$ cat config.mk
export PLATFORM = sky130hd
export DESIGN_NAME = id_decode_stage_flat
export DESIGN_NICKNAME = d
export VERILOG_FILES = /design/src/rtl/id_decode_stage_if.sv /design/src/rtl/id_decode_stage.sv /design/src/flat_wrapper.sv
export SDC_FILE = /design/constraint.sdc
export NUM_CORES = 1
export LEC_CHECK = 0
export BUFFER_PORTS_ARGS = -buffer_cell sky130_fd_sc_hd__buf_2
export CAP_MARGIN = 20
export CORE_AREA = 2 2 81 83
export DETAILED_ROUTE_END_ITERATION = 8
export DIE_AREA = 0 0 83 85
export GPL_TIMING_DRIVEN = 1
export PLACE_DENSITY = 0.69
export SYNTH_ARGS = -nofsm -noshare
export SYNTH_HDL_FRONTEND = slang
export SYNTH_SLANG_ARGS = --single-unit
$ cat constraint.sdc
create_clock -name clk -period 4.1 [get_ports clk]
set_clock_uncertainty 0.1 [all_clocks]
set_input_delay 0.205 -clock clk [delete_from_list [all_inputs] [get_ports clk]]
set_output_delay 0.205 -clock clk [all_outputs]
set_load 0.05 [all_outputs]
$ cat src/rtl/id_decode_stage_if.sv
// Decode-to-execute stage bus: IF/ID-side request, EX-side hold/flush, and the EX pipeline registers.
// The decode stage uses the slave modport; upstream/downstream logic uses the master modport.
interface id_decode_stage_if #(
  parameter int unsigned ALUC_W = 4,
  parameter int unsigned CNT_W  = 16
);
  logic [31:0]       instr_i;
  logic              id_valid_i;
  logic              ex_ready_i;
  logic              flush_i;
  logic              ex_valid;
  logic              reg_write_e;
  logic              mem_write_e;
  logic              jump_e;
  logic              branch_e;
  logic              alu_src_e;
  logic [1:0]        result_src_e;
  logic [2:0]        imm_src_e;
  logic [ALUC_W-1:0] alu_control_e;
  logic [4:0]        rd_e;
  logic [4:0]        rs1_e;
  logic [4:0]        rs2_e;
  logic [2:0]        funct3_e;
  logic              id_stall;
  logic              illegal_e;
  logic [CNT_W-1:0]  stall_cnt;

  modport master (
    output instr_i, id_valid_i, ex_ready_i, flush_i,
    input  ex_valid, reg_write_e, mem_write_e, jump_e, branch_e, alu_src_e,
           result_src_e, imm_src_e, alu_control_e, rd_e, rs1_e, rs2_e, funct3_e,
           id_stall, illegal_e, stall_cnt
  );

  modport slave (
    input  instr_i, id_valid_i, ex_ready_i, flush_i,
    output ex_valid, reg_write_e, mem_write_e, jump_e, branch_e, alu_src_e,
           result_src_e, imm_src_e, alu_control_e, rd_e, rs1_e, rs2_e, funct3_e,
           id_stall, illegal_e, stall_cnt
  );
endinterface

$ cat src/rtl/id_decode_stage.sv
// RV32I decode stage with ID/EX pipeline registers, load-use stall detection and a saturating bubble counter.
// Define ID_ILLEGAL_EN to flag unknown opcodes and malformed R-type funct7 through illegal_e.
module id_decode_stage #(
  parameter int unsigned ALUC_W = 4,
  parameter int unsigned CNT_W  = 16
) (
  input logic             clk,
  input logic             rst,
  id_decode_stage_if.slave bus
);

  localparam int unsigned ACW = 4;

  localparam logic [6:0] OP_R      = 7'b0110011;
  localparam logic [6:0] OP_I      = 7'b0010011;
  localparam logic [6:0] OP_LOAD   = 7'b0000011;
  localparam logic [6:0] OP_STORE  = 7'b0100011;
  localparam logic [6:0] OP_BRANCH = 7'b1100011;
  localparam logic [6:0] OP_JAL    = 7'b1101111;
  localparam logic [6:0] OP_JALR   = 7'b1100111;
  localparam logic [6:0] OP_LUI    = 7'b0110111;

  localparam logic [ACW-1:0] ALU_ADD  = 4'd0;
  localparam logic [ACW-1:0] ALU_SUB  = 4'd1;
  localparam logic [ACW-1:0] ALU_AND  = 4'd2;
  localparam logic [ACW-1:0] ALU_OR   = 4'd3;
  localparam logic [ACW-1:0] ALU_SLT  = 4'd4;
  localparam logic [ACW-1:0] ALU_XOR  = 4'd5;
  localparam logic [ACW-1:0] ALU_SLL  = 4'd6;
  localparam logic [ACW-1:0] ALU_SRL  = 4'd7;
  localparam logic [ACW-1:0] ALU_SRA  = 4'd8;
  localparam logic [ACW-1:0] ALU_SLTU = 4'd9;

`ifdef ID_ILLEGAL_EN
  localparam logic ILL_EN = 1'b1;
`else
  localparam logic ILL_EN = 1'b0;
`endif

  typedef struct packed {
    logic           reg_write;
    logic           mem_write;
    logic           jump;
    logic           branch;
    logic           alu_src;
    logic [1:0]     result_src;
    logic [2:0]     imm_src;
    logic [ACW-1:0] alu_control;
    logic           illegal;
  } ctrl_t;

  typedef struct packed {
    ctrl_t      ctrl;
    logic [4:0] rd;
    logic [4:0] rs1;
    logic [4:0] rs2;
    logic [2:0] funct3;
  } ex_t;

  function automatic logic [ACW-1:0] alu_arith(input logic [2:0] f3, input logic f7_5,
                                               input logic is_r);
    case (f3)
      3'b000:  alu_arith = (is_r && f7_5) ? ALU_SUB : ALU_ADD;
      3'b001:  alu_arith = ALU_SLL;
      3'b010:  alu_arith = ALU_SLT;
      3'b011:  alu_arith = ALU_SLTU;
      3'b100:  alu_arith = ALU_XOR;
      3'b101:  alu_arith = f7_5 ? ALU_SRA : ALU_SRL;
      3'b110:  alu_arith = ALU_OR;
      default: alu_arith = ALU_AND;
    endcase
  endfunction

  // Branch comparisons: eq/ne and the reserved pair subtract, lt/ge signed, ltu/geu unsigned.
  function automatic logic [ACW-1:0] alu_branch(input logic [2:0] f3);
    case (f3[2:1])
      2'b10:   alu_branch = ALU_SLT;
      2'b11:   alu_branch = ALU_SLTU;
      default: alu_branch = ALU_SUB;
    endcase
  endfunction

  logic [6:0] opcode;
  logic [2:0] funct3;
  logic       f7_5;
  logic       r_legal;
  ctrl_t      dec;
  logic       uses_rs1;
  logic       uses_rs2;
  logic       stall_c;
  ex_t        cap;
  ex_t        ex_q;
  logic       ex_valid_q;
  logic [CNT_W-1:0] cnt_q;

  assign opcode = bus.instr_i[6:0];
  assign funct3 = bus.instr_i[14:12];
  assign f7_5   = bus.instr_i[30];

`ifdef ID_ILLEGAL_EN
  assign r_legal = (bus.instr_i[31:25] == 7'b0000000) || (bus.instr_i[31:25] == 7'b0100000);
`else
  assign r_legal = 1'b1;
`endif

  // Main decoder; unknown opcodes fall through to bubble controls.
  always_comb begin
    dec      = '0;
    uses_rs1 = 1'b0;
    uses_rs2 = 1'b0;
    case (opcode)
      OP_R: begin
        if (r_legal) begin
          dec.reg_write   = 1'b1;
          dec.alu_control = alu_arith(funct3, f7_5, 1'b1);
          uses_rs1        = 1'b1;
          uses_rs2        = 1'b1;
        end else begin
          dec.illegal = ILL_EN;
        end
      end
      OP_I: begin
        dec.reg_write   = 1'b1;
        dec.alu_src     = 1'b1;
        dec.alu_control = alu_arith(funct3, f7_5, 1'b0);
        uses_rs1        = 1'b1;
      end
      OP_LOAD: begin
        dec.reg_write  = 1'b1;
        dec.result_src = 2'b01;
        dec.alu_src    = 1'b1;
        uses_rs1       = 1'b1;
      end
      OP_STORE: begin
        dec.mem_write = 1'b1;
        dec.alu_src   = 1'b1;
        dec.imm_src   = 3'b001;
        uses_rs1      = 1'b1;
        uses_rs2      = 1'b1;
      end
      OP_BRANCH: begin
        dec.branch      = 1'b1;
        dec.imm_src     = 3'b010;
        dec.alu_control = alu_branch(funct3);
        uses_rs1        = 1'b1;
        uses_rs2        = 1'b1;
      end
      OP_JAL: begin
        dec.jump       = 1'b1;
        dec.reg_write  = 1'b1;
        dec.result_src = 2'b10;
        dec.imm_src    = 3'b011;
      end
      OP_JALR: begin
        dec.jump       = 1'b1;
        dec.reg_write  = 1'b1;
        dec.result_src = 2'b10;
        dec.alu_src    = 1'b1;
        uses_rs1       = 1'b1;
      end
      OP_LUI: begin
        dec.reg_write  = 1'b1;
        dec.result_src = 2'b11;
        dec.imm_src    = 3'b100;
      end
      default: dec.illegal = ILL_EN;
    endcase
  end

  // Load in EX whose destination feeds a source this instruction actually reads.
  assign stall_c = bus.id_valid_i && ex_valid_q && (ex_q.ctrl.result_src == 2'b01) &&
                   (ex_q.rd != 5'd0) &&
                   ((uses_rs1 && (bus.instr_i[19:15] == ex_q.rd)) ||
                    (uses_rs2 && (bus.instr_i[24:20] == ex_q.rd)));

  assign cap = bus.id_valid_i ?
               ex_t'{ctrl: dec, rd: bus.instr_i[11:7], rs1: bus.instr_i[19:15],
                     rs2: bus.instr_i[24:20], funct3: funct3} : '0;

  // Priority: reset, flush, hold, load-use bubble, capture.
  always_ff @(posedge clk) begin
    if (rst) begin
      ex_valid_q <= 1'b0;
      ex_q       <= '0;
      cnt_q      <= '0;
    end else if (bus.flush_i) begin
      ex_valid_q <= 1'b0;
      ex_q       <= '0;
    end else if (bus.ex_ready_i) begin
      if (stall_c) begin
        ex_valid_q <= 1'b0;
        ex_q       <= '0;
        if (cnt_q != '1) cnt_q <= cnt_q + CNT_W'(1);
      end else begin
        ex_valid_q <= bus.id_valid_i;
        ex_q       <= cap;
      end
    end
  end

  assign bus.ex_valid      = ex_valid_q;
  assign bus.reg_write_e   = ex_q.ctrl.reg_write;
  assign bus.mem_write_e   = ex_q.ctrl.mem_write;
  assign bus.jump_e        = ex_q.ctrl.jump;
  assign bus.branch_e      = ex_q.ctrl.branch;
  assign bus.alu_src_e     = ex_q.ctrl.alu_src;
  assign bus.result_src_e  = ex_q.ctrl.result_src;
  assign bus.imm_src_e     = ex_q.ctrl.imm_src;
  assign bus.alu_control_e = ALUC_W'(ex_q.ctrl.alu_control);
  assign bus.rd_e          = ex_q.rd;
  assign bus.rs1_e         = ex_q.rs1;
  assign bus.rs2_e         = ex_q.rs2;
  assign bus.funct3_e      = ex_q.funct3;
  assign bus.illegal_e     = ex_q.ctrl.illegal;
  assign bus.id_stall      = stall_c;
  assign bus.stall_cnt     = cnt_q;

endmodule
$ cat src/flat_wrapper.sv
// flat-port wrapper written by rule: the top's interface ports become plain ports
module id_decode_stage_flat 
#(
  parameter int unsigned ALUC_W = 4,
  parameter int unsigned CNT_W  = 16
)
  (clk, rst, bus_instr_i, bus_id_valid_i, bus_ex_ready_i, bus_flush_i, bus_ex_valid, bus_reg_write_e, bus_mem_write_e, bus_jump_e, bus_branch_e, bus_alu_src_e, bus_result_src_e, bus_imm_src_e, bus_alu_control_e, bus_rd_e, bus_rs1_e, bus_rs2_e, bus_funct3_e, bus_id_stall, bus_illegal_e, bus_stall_cnt);
  id_decode_stage_if #(.ALUC_W(ALUC_W), .CNT_W(CNT_W)) bus_i ();
  input logic clk;
  input logic rst;
  input wire logic [$bits(bus_i.instr_i)-1:0] bus_instr_i;
  input wire logic [$bits(bus_i.id_valid_i)-1:0] bus_id_valid_i;
  input wire logic [$bits(bus_i.ex_ready_i)-1:0] bus_ex_ready_i;
  input wire logic [$bits(bus_i.flush_i)-1:0] bus_flush_i;
  output wire logic [$bits(bus_i.ex_valid)-1:0] bus_ex_valid;
  output wire logic [$bits(bus_i.reg_write_e)-1:0] bus_reg_write_e;
  output wire logic [$bits(bus_i.mem_write_e)-1:0] bus_mem_write_e;
  output wire logic [$bits(bus_i.jump_e)-1:0] bus_jump_e;
  output wire logic [$bits(bus_i.branch_e)-1:0] bus_branch_e;
  output wire logic [$bits(bus_i.alu_src_e)-1:0] bus_alu_src_e;
  output wire logic [$bits(bus_i.result_src_e)-1:0] bus_result_src_e;
  output wire logic [$bits(bus_i.imm_src_e)-1:0] bus_imm_src_e;
  output wire logic [$bits(bus_i.alu_control_e)-1:0] bus_alu_control_e;
  output wire logic [$bits(bus_i.rd_e)-1:0] bus_rd_e;
  output wire logic [$bits(bus_i.rs1_e)-1:0] bus_rs1_e;
  output wire logic [$bits(bus_i.rs2_e)-1:0] bus_rs2_e;
  output wire logic [$bits(bus_i.funct3_e)-1:0] bus_funct3_e;
  output wire logic [$bits(bus_i.id_stall)-1:0] bus_id_stall;
  output wire logic [$bits(bus_i.illegal_e)-1:0] bus_illegal_e;
  output wire logic [$bits(bus_i.stall_cnt)-1:0] bus_stall_cnt;
  assign bus_i.instr_i = bus_instr_i;
  assign bus_i.id_valid_i = bus_id_valid_i;
  assign bus_i.ex_ready_i = bus_ex_ready_i;
  assign bus_i.flush_i = bus_flush_i;
  assign bus_ex_valid = bus_i.ex_valid;
  assign bus_reg_write_e = bus_i.reg_write_e;
  assign bus_mem_write_e = bus_i.mem_write_e;
  assign bus_jump_e = bus_i.jump_e;
  assign bus_branch_e = bus_i.branch_e;
  assign bus_alu_src_e = bus_i.alu_src_e;
  assign bus_result_src_e = bus_i.result_src_e;
  assign bus_imm_src_e = bus_i.imm_src_e;
  assign bus_alu_control_e = bus_i.alu_control_e;
  assign bus_rd_e = bus_i.rd_e;
  assign bus_rs1_e = bus_i.rs1_e;
  assign bus_rs2_e = bus_i.rs2_e;
  assign bus_funct3_e = bus_i.funct3_e;
  assign bus_id_stall = bus_i.id_stall;
  assign bus_illegal_e = bus_i.illegal_e;
  assign bus_stall_cnt = bus_i.stall_cnt;
  id_decode_stage #(.ALUC_W(ALUC_W), .CNT_W(CNT_W)) u_core (.clk(clk), .rst(rst), .bus(bus_i));
endmodule
== Word-level counts from Yosys, hierarchy flattened ==
Index checks and enable logic that the tools add are counted.

* Add/subtract/negate cells: 1
* Multipliers: 0
* Divide/modulo/power cells: 0
* Order comparisons: 0
* Equal/unequal tests: 20
* Shift-type cells: 0
* Muxes and demuxes: 18
* Bitwise logic cells: 1
* Reductions and logical operators: 16

{| class="wikitable"
|+ Operators by type and width
! kind !! count
|-
| 33-bit 2-to-1 mux || 2
|-
| 4-bit one-hot mux with 7 select lines || 2
|-
| 7-bit by 6-bit equality test with 1-bit output (second input constant) || 3
|-
| 7-bit equality test (second input constant) || 3
|-
| 16-bit by 1-bit adder with 16-bit output (second input constant) || 1
|-
| 16-bit inequality test (second input constant) || 1
|-
| 3-bit one-hot mux with 4 select lines || 1
|-
| 4-bit one-hot mux with 3 select lines || 1
|-
| 6-bit OR reduction || 2
|-
| 5-bit equality test || 2
|-
| 3-bit equality test (second input constant) || 3
|-
| 1-bit 2-to-1 mux || 9
|-
| 4-bit one-hot mux with 2 select lines || 1
|-
| 7-bit by 2-bit equality test with 1-bit output (second input constant) || 1
|-
| 7-bit by 5-bit equality test with 1-bit output (second input constant) || 1
|-
| 3-bit by 2-bit equality test with 1-bit output (second input constant) || 2
|-
| 1-bit logical AND || 6
|-
| 2-bit one-hot mux with 3 select lines || 1
|-
| 5-bit nonzero test || 1
|-
| 2-bit equality test (second input constant) || 2
|-
| 4-bit 2-to-1 mux || 1
|-
| 4-bit AND reduction || 1
|-
| 2-bit OR reduction || 2
|-
| 4-bit OR reduction || 1
|-
| other kinds (6) || 6
|}

* Register bits: 50
* Latch bits: 0
* RAM bits: 0
* ROM bits: 0
* Input port bits: 37
* Output and inout bits: 51
* Logic and storage cells: 71
* Memories: 0

== Logic depth before layout (Yosys ltp) ==
* Word-level depth: 7
* Depth in mapped cells: 8
* Mapped depth without buffers: 6

== Least setup slack after synthesis ==
Ideal clock, no wire load.

* Path type: reg-to-reg
* Start: register u_core.cnt_q[7] (netlist: u_core.bus.stall_cnt[7])
* End: register u_core.cnt_q[0] (netlist: u_core.bus.stall_cnt[0])
* Library setup time: 0.121 ns
* Arrival time: 2.269 ns
* Data required time: 3.879 ns
* Path slack: 1.609 ns
* Cell stages (with the launch flop): 7
* Path buffers: 1
* Period minus slack after synthesis: 2.491 ns
* Cell sequence: dfxtp_1 -> nand4_2 -> or2_4 -> o41ai_4 -> buf_6 -> nor3_2 -> mux2_4

* Cells in the longest elaborated chain, start to end: 2

{| class="wikitable"
|+ Ends and longest elaborated chain
! what !! line !! text
|-
| start: declaration || id_decode_stage.sv:94 || <nowiki>logic [CNT_W-1:0] cnt_q;</nowiki>
|-
| start signal: assignment || id_decode_stage.sv:193 || <nowiki>if (cnt_q != '1) cnt_q <= cnt_q + CNT_W'(1);</nowiki>
|-
| 16-bit inequality test || id_decode_stage.sv:193 ||
|-
| 4-bit AND reduction (no source line) || n/a ||
|}

Every way passes these cells.
A chain may end at the register's enable or synchronous reset.

== Worst setup path in the final report ==
* Start: register u_core.ex_q, in the netlist u_core.bus.rd_e[4]
* End: register u_core.ex_q, in the netlist u_core.bus.alu_src_e

* Cells in the longest elaborated chain, start to end: 5
* Elaborated cells on any way between the ends: 9
* Those cells by class: eq/ne (2); mux (1); reduce/logical (6)

{| class="wikitable"
|+ Ends and longest elaborated chain
! what !! line !! text
|-
| start: declaration || id_decode_stage.sv:92 || <nowiki>ex_t ex_q;</nowiki>
|-
| start signal: assignment || id_decode_stage.sv:196 || <nowiki>ex_q <= cap;</nowiki>
|-
| 5-bit equality test (on tied branches) || id_decode_stage.sv:173, id_decode_stage.sv:174 ||
|-
| 1-bit logical AND (on tied branches) || id_decode_stage.sv:173, id_decode_stage.sv:174 ||
|-
| 1-bit logical OR || id_decode_stage.sv:173 || <nowiki>((uses_rs1 && (bus.instr_i[19:15] == ex_q.rd)) ||</nowiki>
|-
| 1-bit logical AND (*) || id_decode_stage.sv:172 || <nowiki>(ex_q.rd != 5'd0) &&</nowiki>
|-
| 33-bit 2-to-1 mux (*) || id_decode_stage.sv:190 || <nowiki>if (stall_c) begin</nowiki>
|}

Every way passes the cells marked *; elsewhere a longest branch is shown, timed or not.

==> metrics <==
initial antenna violation count=0; sequential power share=0.569; clk sink count=49; Routed Antenna Nets=0; via/cell ratio=5.44; data required time of the worst path=4.23 ns; Clock Path Buffers=2; Overall Power=0.848 mW; Starting DRT DRC Count=70; syn_area_per_cell=8.97 µm²; largest net degree at the start of global routing=34; NetSw=0.217 mW; floorplan row count=29; DRC errors left=0; hpwl dp=4.31 mm; Final Hold Fails=0; top cell type's share of synthesized area=0.410; CP arrival=2.75 ns; Routed WL=5.95 mm; fin. max-slew vios=0; Synth cell types=54; Clock Power Share=0.327; final hold slack=0.0132 ns; post-CTS setup repair buffer count=0; nature of the critical path startpoint=flop; main area contributors after synthesis=dfxtp_1 41%, a22o_1 8.0%, nand2_1 4.1%, xnor2_1 4.0%, o21ai_0 3.8%; Cell Int Power=0.631 mW; Leakage=1.21 nW; I/O pins=88; routed len/inst=14.3 µm; CTS Hold Bufs=0; setup tns final=0 ns; worst slew pin tran=0.923 ns; Die Area=7060 µm²; share of layout cells above drive strength 1=0.297; Resized cells post-CTS=0; CTS buffer count=5; Total GRT Usage=0.163; height of the chip=85 µm; CP Max Fanout=29; sw frac=0.256; Syn Nets=305; Peak VDD IR=0.000139 V; Core Box Area=6200 µm²; DR vias=2268; outcome=complete, no violations; Slew Limit Headroom=0.383; Initial Utilization=0.386; Final GP Congestion=0.759; synth warn=0; port bufs=80; first-pass GRT wire length=9.45 mm; Period minus WS final=2.62 ns; Power Density=292 nW/µm²; final instance area=2900 µm²; Finish-stage setup viols=0; maxcap violations=0; crit path kind=reg -> reg; drt pass-1 iters=4; Setup WS pre-CTS=1.31 ns; slack of the critical path=1.48 ns; Synth Cell Area=2390 µm²; vias in the first global route=2000; RSZ-0062 raised after global routing=no; worst hold-check path type=in -> reg; kind of end point of the critical path=flop; H-tree lvl count=2; Die Width=83 µm; Max Fclk=382 MHz; sequential area share after synthesis=0.410; final critical-path share of the clock period=0.638; grt ovf=0; post-synth top area cell=dfxtp_1; clock latency on the worst-skew pair=0.29 ns; CTS tree=done; Syn-to-layout area delta=21.3%; Final nets=377; synthesized flop and latch total=49; Clock transition at path regs=0.09 ns; Mapped Cells=267; # diodes=0; Post-synth ARST share=0; root buffer cell=clkbuf_8; Post-DP Area=2810 µm²; Post-synth EDFFs=0; ys flop type=dfxtp_1; combinational share of power=0.104
-- power groups by stage --
stage	sequential, mW	combinational [mW]	clock, mW
after floorplan	0.508	0.0416	0
after global placement	0.494	0.0862	0
after detailed placement	0.494	0.0874	0
after CTS	0.483	0.0876	0.290
after global routing	0.484	0.0963	0.311
final	0.483	0.0880	0.277
-- routing by layer --
| metal | global-route usage | part of all wire | up-vias |
|---|---|---|---|
| met5 | 0 | 0 | - |
| met4 | 0.0522 | 0.0069 | 0 |
| met3 | 0.0399 | 0.063 | 4 |
| met2 | 0.274 | 0.48 | 74 |
| met1 | 0.206 | 0.45 | 1043 |
| li1 | - | - | 1147 |
-- cell type report --
type | instances | area, µm²
repair buffers | 82 | 415
fillers | 632 | 3300
well taps | 77 | 96.3
multi-input cells | 198 | 1320
inverters | 3 | 11.3
flip-flops and latches | 49 | 981
clock buffers | 7 | 76.3
clock inverters | 1 | 7.51
-- path summary, 6_finish.rpt --
kind / start / end / slack, ns / depth (start not counted)
max: u_core.bus.rd_e[4]$_SDFFE_PP0P_ / u_core.bus.alu_src_e$_SDFFE_PP0P_ / 1.48 / 5
min: bus_instr_i[7] / u_core.bus.rd_e[0]$_SDFFE_PP0P_ / 0.01 / 2
min reg2reg: u_core.bus.imm_src_e[2]$_SDFFE_PP0P_ / u_core.bus.imm_src_e[2]$_SDFFE_PP0P_ / 0.36 / 2
max reg2reg: u_core.bus.rd_e[4]$_SDFFE_PP0P_ / u_core.bus.alu_src_e$_SDFFE_PP0P_ / 1.48 / 5
-- sequential cells by signal (all words and copies together), names as in the netlist, 2 cells and up --
name / count
u_core.bus.rs1_e: 5
u_core.bus.funct3_e: 3
u_core.bus.alu_control_e: 4
u_core.bus.result_src_e: 2
u_core.bus.rs2_e: 5
u_core.bus.imm_src_e: 3
u_core.bus.stall_cnt: 16
u_core.bus.rd_e: 5
-- cells by family (layout without fill, tap and decap cells) --
family / after synthesis / after routing / share of synthesized area
AOI/OAI and AO/OA: 79 / 79 / 0.238
xor gates and xnor gates: 11 / 11 / 0.0402
adders and majority gates: 1 / 1 / 0.00522
buffers and inverters: 20 / 93 / 0.0428
DFF: 49 / 49 / 0.410
muxes: 4 / 4 / 0.0204
other: 1 / 1 / 0.00157
and+or+nand+nor: 102 / 102 / 0.242
-- cells in the final DEF (no fill, tap or decap), drive strengths merged, types with 2 or more instances in the layout --
cell type / count
a21oi: 14
a22o: 22
and3: 3
and3b: 2
buf: 81
clkbuf: 8
dfxtp: 49
inv: 3
mux2: 4
nand2: 26
nand2b: 2
nand3: 6
nand3b: 3
nand4: 14
nor2: 15
nor2b: 5
nor3: 4
o211ai: 3
o21a: 2
o21ai: 19
o22a: 2
o31ai: 10
or3: 2
or4: 11
xnor2: 11
-- metrics by stage --
step	std cells	utilization
after global placement	408	0.453
after CTS	416	0.467
after detailed placement	408	0.453
final	417	0.468
after floorplan	267	-
after global routing	417	0.468
-- synth_stat cells (2+ instances only) --
cell type,instances
dfxtp_1,49
nand2_1,26
a22o_1,22
o21ai_0,18
nor2_1,15
a21oi_1,14
nand4_1,13
xnor2_1,11
clkbuf_1,10
o31ai_1,10
or4_1,10
nand3_1,6
nor2b_1,5
inv_1,3
nand3b_1,3
nor3_1,3
o211ai_1,3
and3_1,2
and3b_1,2
buf_2,2
buf_6,2
mux2_2,2
nand2b_1,2
o21a_1,2
o22a_1,2
or3_1,2
-- worst max-delay path, stage by stage (launching register included) --
cell and delay, ns:
dfxtp_1 0.46, xnor2_1 0.14, nand4_1 0.11, o22a_1 0.74, o21a_1 0.72, a32o_1 0.27
No activity file was read; power rests on OpenSTA's default activity.
